File: src/rtl/input_buffer_first.sv
// input_buffer_first: FWFT synchronous FIFO for router ingress; optional sticky ovf via INPUT_BUFFER_FIRST_OVF_EN
module input_buffer_first #(
  parameter int FIFO_DEPTH = 16,
  parameter int FIFO_WIDTH = 4,
  parameter int DATA_WIDTH = 70
) (
  input  logic                  clk,
  input  logic                  rst,
  input  logic [DATA_WIDTH-1:0] din,
  input  logic                  wr_en,
  input  logic                  rd_en,
  output logic [DATA_WIDTH-1:0] dout,
  output logic                  rok,
  output logic                  ack
`ifdef INPUT_BUFFER_FIRST_OVF_EN
  ,
  output logic                  ovf
`endif
);
  localparam logic [FIFO_WIDTH:0]   depth_c = FIFO_DEPTH[FIFO_WIDTH:0];
  localparam logic [FIFO_WIDTH:0]   cnt_one = 1;
  localparam logic [FIFO_WIDTH-1:0] ptr_one = 1;
  logic [DATA_WIDTH-1:0] mem [FIFO_DEPTH];
  logic [FIFO_WIDTH-1:0] wr_ptr, rd_ptr;
  logic [FIFO_WIDTH:0]   count;
  logic                  do_wr, do_rd;
  // Status flags, accepted-operation strobes and the fall-through head word
  always_comb begin
    rok   = count != '0;
    ack   = count != depth_c;
    do_rd = rd_en & rok;
    do_wr = wr_en & (ack | do_rd);
    dout  = rok ? mem[rd_ptr] : '0;
  end
  // Storage array; contents survive reset and are masked by rok
  always_ff @(posedge clk)
    if (rst && do_wr) mem[wr_ptr] <= din;
  // Pointers and occupancy; active-low synchronous reset discards queued data
  always_ff @(posedge clk)
    if (!rst) begin
      wr_ptr <= '0;
      rd_ptr <= '0;
      count  <= '0;
    end else begin
      wr_ptr <= do_wr ? wr_ptr + ptr_one : wr_ptr;
      rd_ptr <= do_rd ? rd_ptr + ptr_one : rd_ptr;
      count  <= (do_wr & ~do_rd) ? count + cnt_one : (~do_wr & do_rd) ? count - cnt_one : count;
    end
`ifdef INPUT_BUFFER_FIRST_OVF_EN
  // Sticky flag for a write dropped because the FIFO was full with no pop
  always_ff @(posedge clk)
    if (!rst) ovf <= 1'b0;
    else if (wr_en && !ack && !do_rd) ovf <= 1'b1;
`endif
endmodule

File: config.mk
export PLATFORM = sky130hd
export DESIGN_NAME = input_buffer_first
export DESIGN_NICKNAME = d
export VERILOG_FILES = /design/src/rtl/input_buffer_first.sv
export SDC_FILE = /design/constraint.sdc
export NUM_CORES = 1
export LEC_CHECK = 0
export CAP_MARGIN = 20
export CORE_MARGIN = 5
export CORE_UTILIZATION = 40
export DETAILED_ROUTE_END_ITERATION = 10
export GPL_TIMING_DRIVEN = 0
export SYNTH_ARGS = -nofsm -noshare
export SYNTH_HDL_FRONTEND = slang
export SYNTH_SLANG_ARGS = --single-unit
File: constraint.sdc
create_clock -name clk -period 9.25 [get_ports clk]
set_input_delay 0.925 -clock clk [delete_from_list [all_inputs] [get_ports clk]]
set_output_delay 0.925 -clock clk [all_outputs]
set_load 0.02 [all_outputs]
==> run summary, run 1 <==
Status - finished, final reports clean
Top cells by area, synth - edfxtp_1 (78%), mux4_2 (14%), mux2_2 (1.8%)
Largest family of logic cells by synthesized area - multiplexers
Antenna violations before repair - 9
Net Sw Frac - 26.2%
Critical path class - reg2out
Synth warn - 0
H-tree depth - 3
Global Route Usage Sum - 17.5%
Post-Syn Nets - 1,910
Wire length per cell - 27.8 µm
Clock Tree Buf Depth - 3
Post-synth top area share - 77.5%
Pint - 9750 µW
Arrival @ worst endpoint - 4.50 ns
Combinational share of power - 23.1%
Hold depth - 2
Fraction of layout cells with a size suffix above 1 - 28.9%
Pin count of the biggest net entering global routing - 26
Core Util, Final - 48.0%
Clock buffer count from CTS - 110
Post-layout minimum cycle time - 5.43 ns
VDD IR max - 0.141 mV
Mux share of post-synthesis cell area - 16.4%
Crit share post-route - 58.7%
DP Wirelength - 66,600 µm
Yosys top cell by area - edfxtp_1
# rows - 120
Hold_ws - 0.545 ns
Max FO, Critical Path - 10
Num ports - 146
Flops & latches, synth - 1,137
Async S/R FF share, synth - 0%
CTS sink cnt - 1,137
Vias in the first global route - 21,200
Gate count after technology mapping - 1,826
Layout area overhead - 18.8%
Post-Layout Cell Count - 3,661
Top-count cell post-synth - edfxtp_1
Final nets - 2,247
Residual DRC - 0
Core Area - 107,000 µm²
Hold crit path type - reg2reg
Final hold vios - 0
First-pass GRT wire length - 149,000 µm
Top FF cell, synth - edfxtp_1
Critical path launch point type - flop
Slew headroom - 32.8%
Clock slew at reported path FFs - 0.06 ns
Static Leak - 0.0158 µW
DIE HEIGHT - 339 µm
Placer Congestion - 0.707
Critical path endpoint category - primary output
Via count - 20,100
Chip Width - 339 µm
Final setup viols - 0
Seq/Total Area, Yosys - 78.3%
Vias per inst - 5.50
DR pass1 iterations - 5
Seq pwr share - 43.6%
Synth Area in XOR/XNOR - 0.141%
Port bufs - 145
Unrepaired setup endpoints after global routing - no
Distinct cells, synth - 45
Die area - 115,000 µm²
CTS tree - done
Adder-cell share of the synthesized area - 0.306%
Max Clock Skew - 0.0311 ns
Final slew viol count - 0
Total gr overflow - 0
Clock share of power - 33.3%
Cts hold-fix bufs - 0
Placed Cells - 3,454
Worst slew pin tran - 1.01 ns
Clk_lat worst skew - 0.67 ns
Synth Area in Simple Gates - 1.75%
Fmax - 184 MHz
Max cap viols - 0
WL final - 102,000 µm
# resized after CTS - 0
NetSw - 3470 µW
Initial DRC count - 2,100
Cell Pwr Density - 256 nW/µm²
R2R cell count - 9
Mapped Area - 43,400 µm²
Initial Utilization - 40.4%
WP data required - 8.33 ns
Post-synth EDFFs - 1,120
Top cells by count, synth - edfxtp_1 (1,120), mux4_2 (279), nor2b_1 (74)
Routed Antenna Nets - 0
Post-synthesis compound-gate area fraction - 1.91%
Post-CTS setup buffer count - 0
Avg Inst Size Synth - 23.8 µm²
CTS root buffer - clkbuf_16
## cell type report
cell class / count / area [µm²]
tap: 1403 / 1760
buffer: 100 / 520
timing repair buffer: 225 / 2760
fill: 8534 / 55800
sequential: 1137 / 34000
clock inverter: 69 / 663
clock buffer: 133 / 2860
antenna: 5 / 12.5
inverter: 3 / 11.3
multi-input combinational: 586 / 8990
## sequential cells by signal, indices dropped and copies added, names as in the netlist, named ones only
name    flops
mem      1120
count       5
rd_ptr      4
wr_ptr      4
## power groups by stage
stage / registers (µW) / logic (µW) / clock network (µW)
2_1_floorplan: 5880 / 1900 / 0
3_3_place_gp: 5890 / 3060 / 0
3_5_place_dp: 5880 / 3110 / 0
4_1_cts: 5770 / 3120 / 4480
5_1_grt: 5770 / 3240 / 4710
6_report: 5770 / 3050 / 4400
## worst paths after layout
kind | start | endpoint | slack, ns
setup / recovery | flop | dout[32] | 3.82
hold / removal | wr_ptr[1] | wr_ptr[1] | 0.55
setup reg to reg | count[4] | mem[2][30] | 5.75
hold reg to reg | wr_ptr[1] | wr_ptr[1] | 0.55
## cells by family (layout without fill, tap and decap cells)
logic type      Yosys count  after routing
compound gates           89             89
xor+xnor                  7              7
fa+ha+maj                10             10
buf+inv                 103            530
flops                  1137           1137
mux                     352            352
other cells               0              5
simple gates            128            128
## per-layer routing
layer | vias up | track usage (%) | part of all wire [%]
met2 | 591 | 29.3 | 50
met5 | - | 0 | 0.021
met4 | 4 | 3.75 | 1.6
met3 | 122 | 3.57 | 6.4
li1 | 8514 | - | -
met1 | 10900 | 24.1 | 42
## cell usage in the layout, fill, tap and decap left out, drive strengths merged, types with 14 or more instances in the layout
cell,n
a221o,69
buf,136
clkbuf,177
clkdlybuf4s50,145
clkinv,49
dfxtp,17
edfxtp,1120
mux2,70
mux4,279
nor2,14
nor2b,74
## critical path: stages (launching register included)
cell and delay, ns:
dfxtp_1 0.30, buf_2 0.32, buf_6 0.25, clkbuf_1 0.72, clkbuf_1 0.76, mux4_2 0.41
a221o_1 0.46, clkdlybuf4s50_1 0.58
## per-stage QoR
step	setup TNS (ns)	total power [µW]	instance area, µm²	setup WS [ns]
floorplan	0	7770	43400	2.35
global placement	-1459.27	8950	46600	-4.89
detailed placement	0	8990	48000	4.48
CTS	0	13400	51500	3.73
global route	0	13700	51500	3.66
finish	0	13200	51600	3.82
No activity file was read; power rests on OpenSTA's default activity.
==> run 2: changes to the inputs <==
clock period = 5 ns   (was 9.25 ns; I/O delays follow)
==> run 2 against run 1 <==
Core utilization rose by 0.19 points. Final cell count fell by 0.49%. Clock skew down 0.0092 ns. Count of clock-buffer cells in the layout up 2. Hold slack gained 0.0079 ns. Register-to-register slack got worse by 4.1 ns. First-iteration DRC count fell by 23%. Highest routed layer unchanged. Sequential share of layout area shrank 0.25 points. Global-route usage fell by 0.22 points. Worst setup slack got worse by 3.6 ns. Non-clock buffer count is 19 lower.
==> run summary, run 2 (synthesis gave the netlist of run 1 again) <==
Max FO, Critical Path - 10 (unchanged)
Routed Antenna Nets - 0 (unchanged)
Placer Congestion - 0.702 (was 0.707)
Crit share post-route - 95.0%
Post-layout minimum cycle time - 4.75 ns
H-tree depth - 3 (unchanged)
Residual DRC - 0 (unchanged)
Fillers - 8,544 (was 8,534)
Total gr overflow - 0 (unchanged)
Die area - 115,000 µm² (unchanged)
Core Area - 107,000 µm² (unchanged)
Most frequent cells in the layout - edfxtp_1 (1,120), mux4_2 (279), clkdlybuf4s50_1 (145) (unchanged)
Global Route Usage Sum - 17.3% (was 17.5%)
Clk_lat worst skew - 0.68 ns (was 0.67 ns)
Status - finished, final reports clean (unchanged)
Core Util, Final - 48.2% (was 48.0%)
Initial DRC count - 1,622 (was 2,100)
Biggest register - mem (unchanged)
Hold crit path type - reg2reg (unchanged)
Crit path buf inv count - 3 (was 5)
Pin count of the biggest net entering global routing - 26 (unchanged)
Fmax - 211 MHz
CP delay by family, top - buffers and inverters (unchanged)
Clock Tree Buf Depth - 3 (unchanged)
Multi-input logic area - 9020 µm² (was 8990 µm²)
Static Leak - 0.0158 µW (about the same)
DP Wirelength - 65,400 µm (was 66,600 µm)
Final slew viol count - 0 (unchanged)
Final nets - 2,230 (was 2,247)
# rows - 120 (unchanged)
Num ports - 146 (unchanged)
Wire length per cell - 27.5 µm (was 27.8 µm)
CTS sink cnt - 1,137 (unchanged)
Cts hold-fix bufs - 0 (unchanged)
First-pass GRT wire length - 146,000 µm (was 149,000 µm)
Critical path endpoint category - primary output (unchanged)
Cell breakdown of the critical path - clkbuf_1, clkbuf_1, mux4_2, mux2_2, a221o_1, clkdlybuf4s50_1 (was buf_2, buf_6, clkbuf_1, clkbuf_1, mux4_2, a221o_1, clkdlybuf4s50_1)
Cell Pwr Density - 474 nW/µm² (was 256 nW/µm²)
Design Area, Final - 51,700 µm² (was 51,600 µm²)
VDD IR max - 0.270 mV (was 0.141 mV)
Antenna violations before repair - 11 (was 9)
Layout area overhead - 19.3% (was 18.8%)
Fraction of layout cells with a size suffix above 1 - 29.1% (was 28.9%)
Clock share of power - 33.6% (was 33.3%)
Slowest stage cell on the critical path - clkbuf_1 (unchanged)
Critical path launch point type - flop (unchanged)
Arrival @ worst endpoint - 4.25 ns (was 4.50 ns)
Port bufs - 145 (unchanged)
Initial Utilization - 40.4% (unchanged)
WP data required - 4.50 ns (was 8.33 ns)
Register area - 34,000 µm² (unchanged)
Worst slew pin tran - 1.05 ns (was 1.01 ns)
Clock buffer count from CTS - 112 (was 110)
Final setup viols - 0 (unchanged)
DR pass1 iterations - 5 (unchanged)
Critical Path Max Stage Delay - 0.78 ns (was 0.76 ns)
Commonest non-fill, non-tap cell in the layout - edfxtp_1 (unchanged)
Critical path class - reg2out (unchanged)
WL final - 100,000 µm (was 102,000 µm)
CTS tree - done (unchanged)
Max Clock Skew - 0.0219 ns (was 0.0311 ns)
NetSw - 6440 µW (was 3470 µW)
Max cap viols - 0 (unchanged)
Combinational share of power - 22.9% (was 23.1%)
Chip Width - 339 µm (unchanged)
Clock slew at reported path FFs - 0.06 ns (about the same)
Seq pwr share - 43.5% (was 43.6%)
Slew headroom - 29.9% (was 32.8%)
Final hold vios - 0 (unchanged)
Pint - 18,100 µW (was 9750 µW)
Via count - 19,900 (was 20,100)
Vias in the first global route - 21,200 (about the same)
CTS root buffer - clkbuf_16 (unchanged)
Placed cell areas - 48,100 µm² (was 48,000 µm²)
Worst path most repeated cell - clkbuf_1 (unchanged)
Max FFs per register - 1,120 (unchanged)
Top flop regs - mem: 1120 flops, count: 5 flops (unchanged)
DIE HEIGHT - 339 µm (unchanged)
Unrepaired setup endpoints after global routing - no (unchanged)
Vias per inst - 5.47 (was 5.50)
Power, Total - 24,600 µW (was 13,200 µW)
Net Sw Frac - 26.2% (about the same)
-- run 2: final timing paths --
path | startpoint | endpoint | slack (ns) | cells past startpoint
max | flop | dout[27] | 0.25 | 6
min | wr_ptr[1] | wr_ptr[1] | 0.55 | 2
max reg2reg | count[4] | mem[0][33] | 1.62 | 8
min reg2reg | wr_ptr[1] | wr_ptr[1] | 0.55 | 2
-- run 2: metal layers --
layer	track usage, %	up-vias	wire length (µm)
met5	0	-	21
met4	4.94	4	2370
met3	3.75	149	6390
met2	29.8	633	51300
met1	22.3	10600	40100
li1	-	8500	-
-- run 2: tightest hold or removal path, delay by kind of cell (launching register included) --
kind | cells | cell delay (ns)
AO/OA/AOI/OAI | 1 | 0.07
flip-flops | 1 | 0.36
AND/OR/NAND/NOR | 1 | 0.07
-- run 2: timing repair --
action                     in CTS  in global routing
gates resized for setup         4                  0
setup endpoints to repair      47                  0
buffers inserted                0                  0
-- run 2: power by group through the flow --
stage | logic, µW | registers, µW | clock network [µW]
floorplan | 3510 | 10900 | 0
global placement | 5640 | 10900 | 0
detailed placement | 5760 | 10900 | 0
CTS | 5780 | 10700 | 8430
global route | 5980 | 10700 | 8860
finish | 5630 | 10700 | 8250
-- run 2: layout make-up --
cell class              instances  share of cell area, %
clock inverters                67                   1.32
inverters                       3                 0.0218
multi-input cells             586                   17.4
well taps                    1403                   3.39
plain buffers                  99                   1.01
clock buffers                 135                   5.66
repair buffers                207                   5.50
diodes                          6                 0.0290
flip-flops and latches       1137                   65.6
-- run 2: stage by stage --
| step | instances | setup TNS, ns | worst slack (ns) | hold WS [ns] |
|---|---|---|---|---|
| 2_1_floorplan | 1826 | 0 | 0.341 | 0.480 |
| 3_3_place_gp | 3374 | -4264.67 | -4.14 | 0.512 |
| 3_5_place_dp | 3436 | 0 | 0.599 | 0.533 |
| 4_1_cts | 3637 | 0 | 0.183 | 0.542 |
| 5_1_grt | 3639 | 0 | 0.126 | 0.578 |
| 6_report | 3643 | 0 | 0.250 | 0.553 |
==> run 3: changes to the inputs <==
--- a/config.mk
+++ b/config.mk
@@ -12,2 +12,3 @@
 export GPL_TIMING_DRIVEN = 0
+export REMOVE_ABC_BUFFERS = 1
 export SYNTH_ARGS = -nofsm -noshare
--- a/constraint.sdc
+++ b/constraint.sdc
@@ -3,2 +3,2 @@
 set_output_delay 0.5 -clock clk [all_outputs]
-set_load 0.02 [all_outputs]
+set_load 0.005 [all_outputs]
==> run 3 against run 2 <==
Count of clock-buffer cells in the layout rose by 1. Core utilization about the same. Wire length down 2.7%. Die area did not move. Total power shrank 2.7%. Combinational power down 13%. Highest routed layer unchanged.
==> run summary, run 3 (synthesis gave the netlist of run 1 again) <==
Max cap viols - 0 (unchanged)
Final nets - 2,176 (was 2,230)
Initial DRC count - 1,654 (was 1,622)
Cts hold-fix bufs - 0 (unchanged)
Placed cell areas - 48,200 µm² (was 48,100 µm²)
Initial Utilization - 40.4% (unchanged)
Via count - 19,800 (was 19,900)
Clock slew at reported path FFs - 0.06 ns (about the same)
Total gr overflow - 0 (unchanged)
Hold Path End - wr_ptr[1] (unchanged)
Commonest non-fill, non-tap cell in the layout - edfxtp_1 (unchanged)
Clk_lat worst skew - 0.66 ns (was 0.68 ns)
H-tree depth - 3 (unchanged)
Hold crit path type - reg2reg (unchanged)
Global Route Usage Sum - 16.8% (was 17.3%)
Slew headroom - 34.8% (was 29.9%)
R2R Path End - mem[10][27] (was mem[0][33])
Die area - 115,000 µm² (unchanged)
DIE HEIGHT - 339 µm (unchanged)
Cell Pwr Density - 461 nW/µm² (was 474 nW/µm²)
Final slew viol count - 0 (unchanged)
Final hold vios - 0 (unchanged)
Pin count of the biggest net entering global routing - 59 (was 26)
Max Clock Skew - 0.0167 ns (was 0.0219 ns)
CTS root buffer - clkbuf_16 (unchanged)
Post-Layout Cell Count - 3,587 (was 3,643)
Fmax - 228 MHz (was 211 MHz)
Max FO, Critical Path - 45 (was 10)
Fillers - 8,461 (was 8,544)
Placed Cells - 3,381 (was 3,436)
Chip Width - 339 µm (unchanged)
Design Area, Final - 51,800 µm² (was 51,700 µm²)
Core Area - 107,000 µm² (unchanged)
Num ports - 146 (unchanged)
Status - finished, final reports clean (unchanged)
Power, Total - 23,900 µW (was 24,600 µW)
Post-layout minimum cycle time - 4.38 ns (was 4.75 ns)
Hold Path Origin - wr_ptr[1] (unchanged)
Static Leak - 0.0158 µW (about the same)
DR pass1 iterations - 5 (unchanged)
Critical path endpoint category - primary output (unchanged)
Biggest register - mem (unchanged)
Residual DRC - 0 (unchanged)
Fraction of layout cells with a size suffix above 1 - 29.4% (was 29.1%)
R2R cell count - 7 (was 8)
Worst path most repeated cell - buf_16 (was clkbuf_1)
First-pass GRT wire length - 144,000 µm (was 146,000 µm)
Antenna violations before repair - 9 (was 11)
Post-CTS setup buffer count - 0 (unchanged)
VDD IR max - 0.299 mV (was 0.270 mV)
Critical path launch point type - flop (unchanged)
WL final - 97,500 µm (was 100,000 µm)
Routed Antenna Nets - 0 (unchanged)
Pre-CTS setup slack - 1.02 ns (was 0.599 ns)
Clock Tree Buf Depth - 3 (unchanged)
# rows - 120 (unchanged)
Reg2reg start - count[4] (unchanged)
Crit share post-route - 87.6% (was 95.0%)
Vias per inst - 5.51 (was 5.47)
DP Wirelength - 62,500 µm (was 65,400 µm)
R2R Setup Slk - 1.61 ns (was 1.62 ns)
Slowest stage cell on the critical path - dfxtp_4 (was clkbuf_1)
Wire length per cell - 27.2 µm (was 27.5 µm)
CTS tree - done (unchanged)
Arrival @ worst endpoint - 3.88 ns (was 4.25 ns)
Critical path class - reg2out (unchanged)
WP data required - 4.50 ns (about the same)
Hold depth - 2 (unchanged)
Vias in the first global route - 21,300 (was 21,200)
Top flop regs - mem: 1120 flops, count: 5 flops (unchanged)
Placer Congestion - 0.674 (was 0.702)
Most frequent cells in the layout - edfxtp_1 (1,120), mux4_2 (279), clkdlybuf4s50_1 (145) (unchanged)
Critical Path Max Stage Delay - 0.80 ns (was 0.78 ns)
Port bufs - 145 (unchanged)
Cell breakdown of the critical path - buf_16, buf_16, mux4_2, mux2_2, a221o_1, clkdlybuf4s50_1 (was clkbuf_1, clkbuf_1, mux4_2, mux2_2, a221o_1, clkdlybuf4s50_1)
# resized after CTS - 0 (was 4)
CTS sink cnt - 1,137 (unchanged)
Worst slew pin tran - 0.973 ns (was 1.05 ns)
Clock buffer count from CTS - 112 (unchanged)
Final WS setup - 0.622 ns (was 0.250 ns)
Unrepaired setup endpoints after global routing - no (unchanged)
Final setup viols - 0 (unchanged)
Max FFs per register - 1,120 (unchanged)
Layout area overhead - 19.4% (was 19.3%)
-- run 3: changes by cell type in the layout (fill, tap and decap cells not counted), sizes merged --
cell    before  now
clkbuf     178  136
buf        118  107
diode        6    2
inv          6    7
-- run 3: final cells by class --
cell class	instances	area [µm²]	share of cell area, %
multi-input combinational	586	9020	17.4
antenna	2	5.00	0.00966
sequential	1137	34000	65.6
timing repair buffer	252	3450	6.65
inverter	3	11.3	0.0217
clock inverter	68	638	1.23
tap	1403	1760	3.39
clock buffer	136	2930	5.67
-- run 3: worst max-delay path: cells and delay by family, from the launching register on --
kind | cells | cell delay (ns)
compound gates | 1 | 0.33
buf+inv | 3 | 1.12
mux | 2 | 0.84
flops | 1 | 0.80
-- run 3: worst max-delay path by stage --
stage | from | endpoint | cells past startpoint
finish | flop | dout[15] | 6
global route | flop | dout[15] | 6
CTS | flop | dout[22] | 6
detailed placement | rd_en | mem[10][53] | 8
global placement | flop | dout[17] | 3
floorplan | flop | dout[67] | 3
-- run 3: through the flow --
step | TNS (ns) | hold WS (ns) | utilization (%)
after global routing | 0 | 0.571 | 48.2
after floorplan | -787.14 | 0.480 | -
final | 0 | 0.544 | 48.2
after global placement | -7449.50 | 0.507 | 42.9
after detailed placement | 0 | 0.536 | 44.9
after CTS | 0 | 0.552 | 48.2
-- run 3: metal layers --
| metal | track usage (%) | routed length [µm] | vias to the layer above |
|---|---|---|---|
| li1 | - | - | 8374 |
| met1 | 23.5 | 41600 | 10700 |
| met2 | 27.5 | 48200 | 545 |
| met3 | 3.29 | 5880 | 130 |
| met4 | 3.89 | 1640 | 10 |
| met5 | 0 | 59 | - |
-- run 3: power by group --
group / switching, µW / leakage, µW / internal [µW]
logic: 2110 / 0.00379 / 2800
registers: 166 / 0.0102 / 10600
clock network: 3430 / 0.00176 / 4770
total: 5710 / 0.0158 / 18200
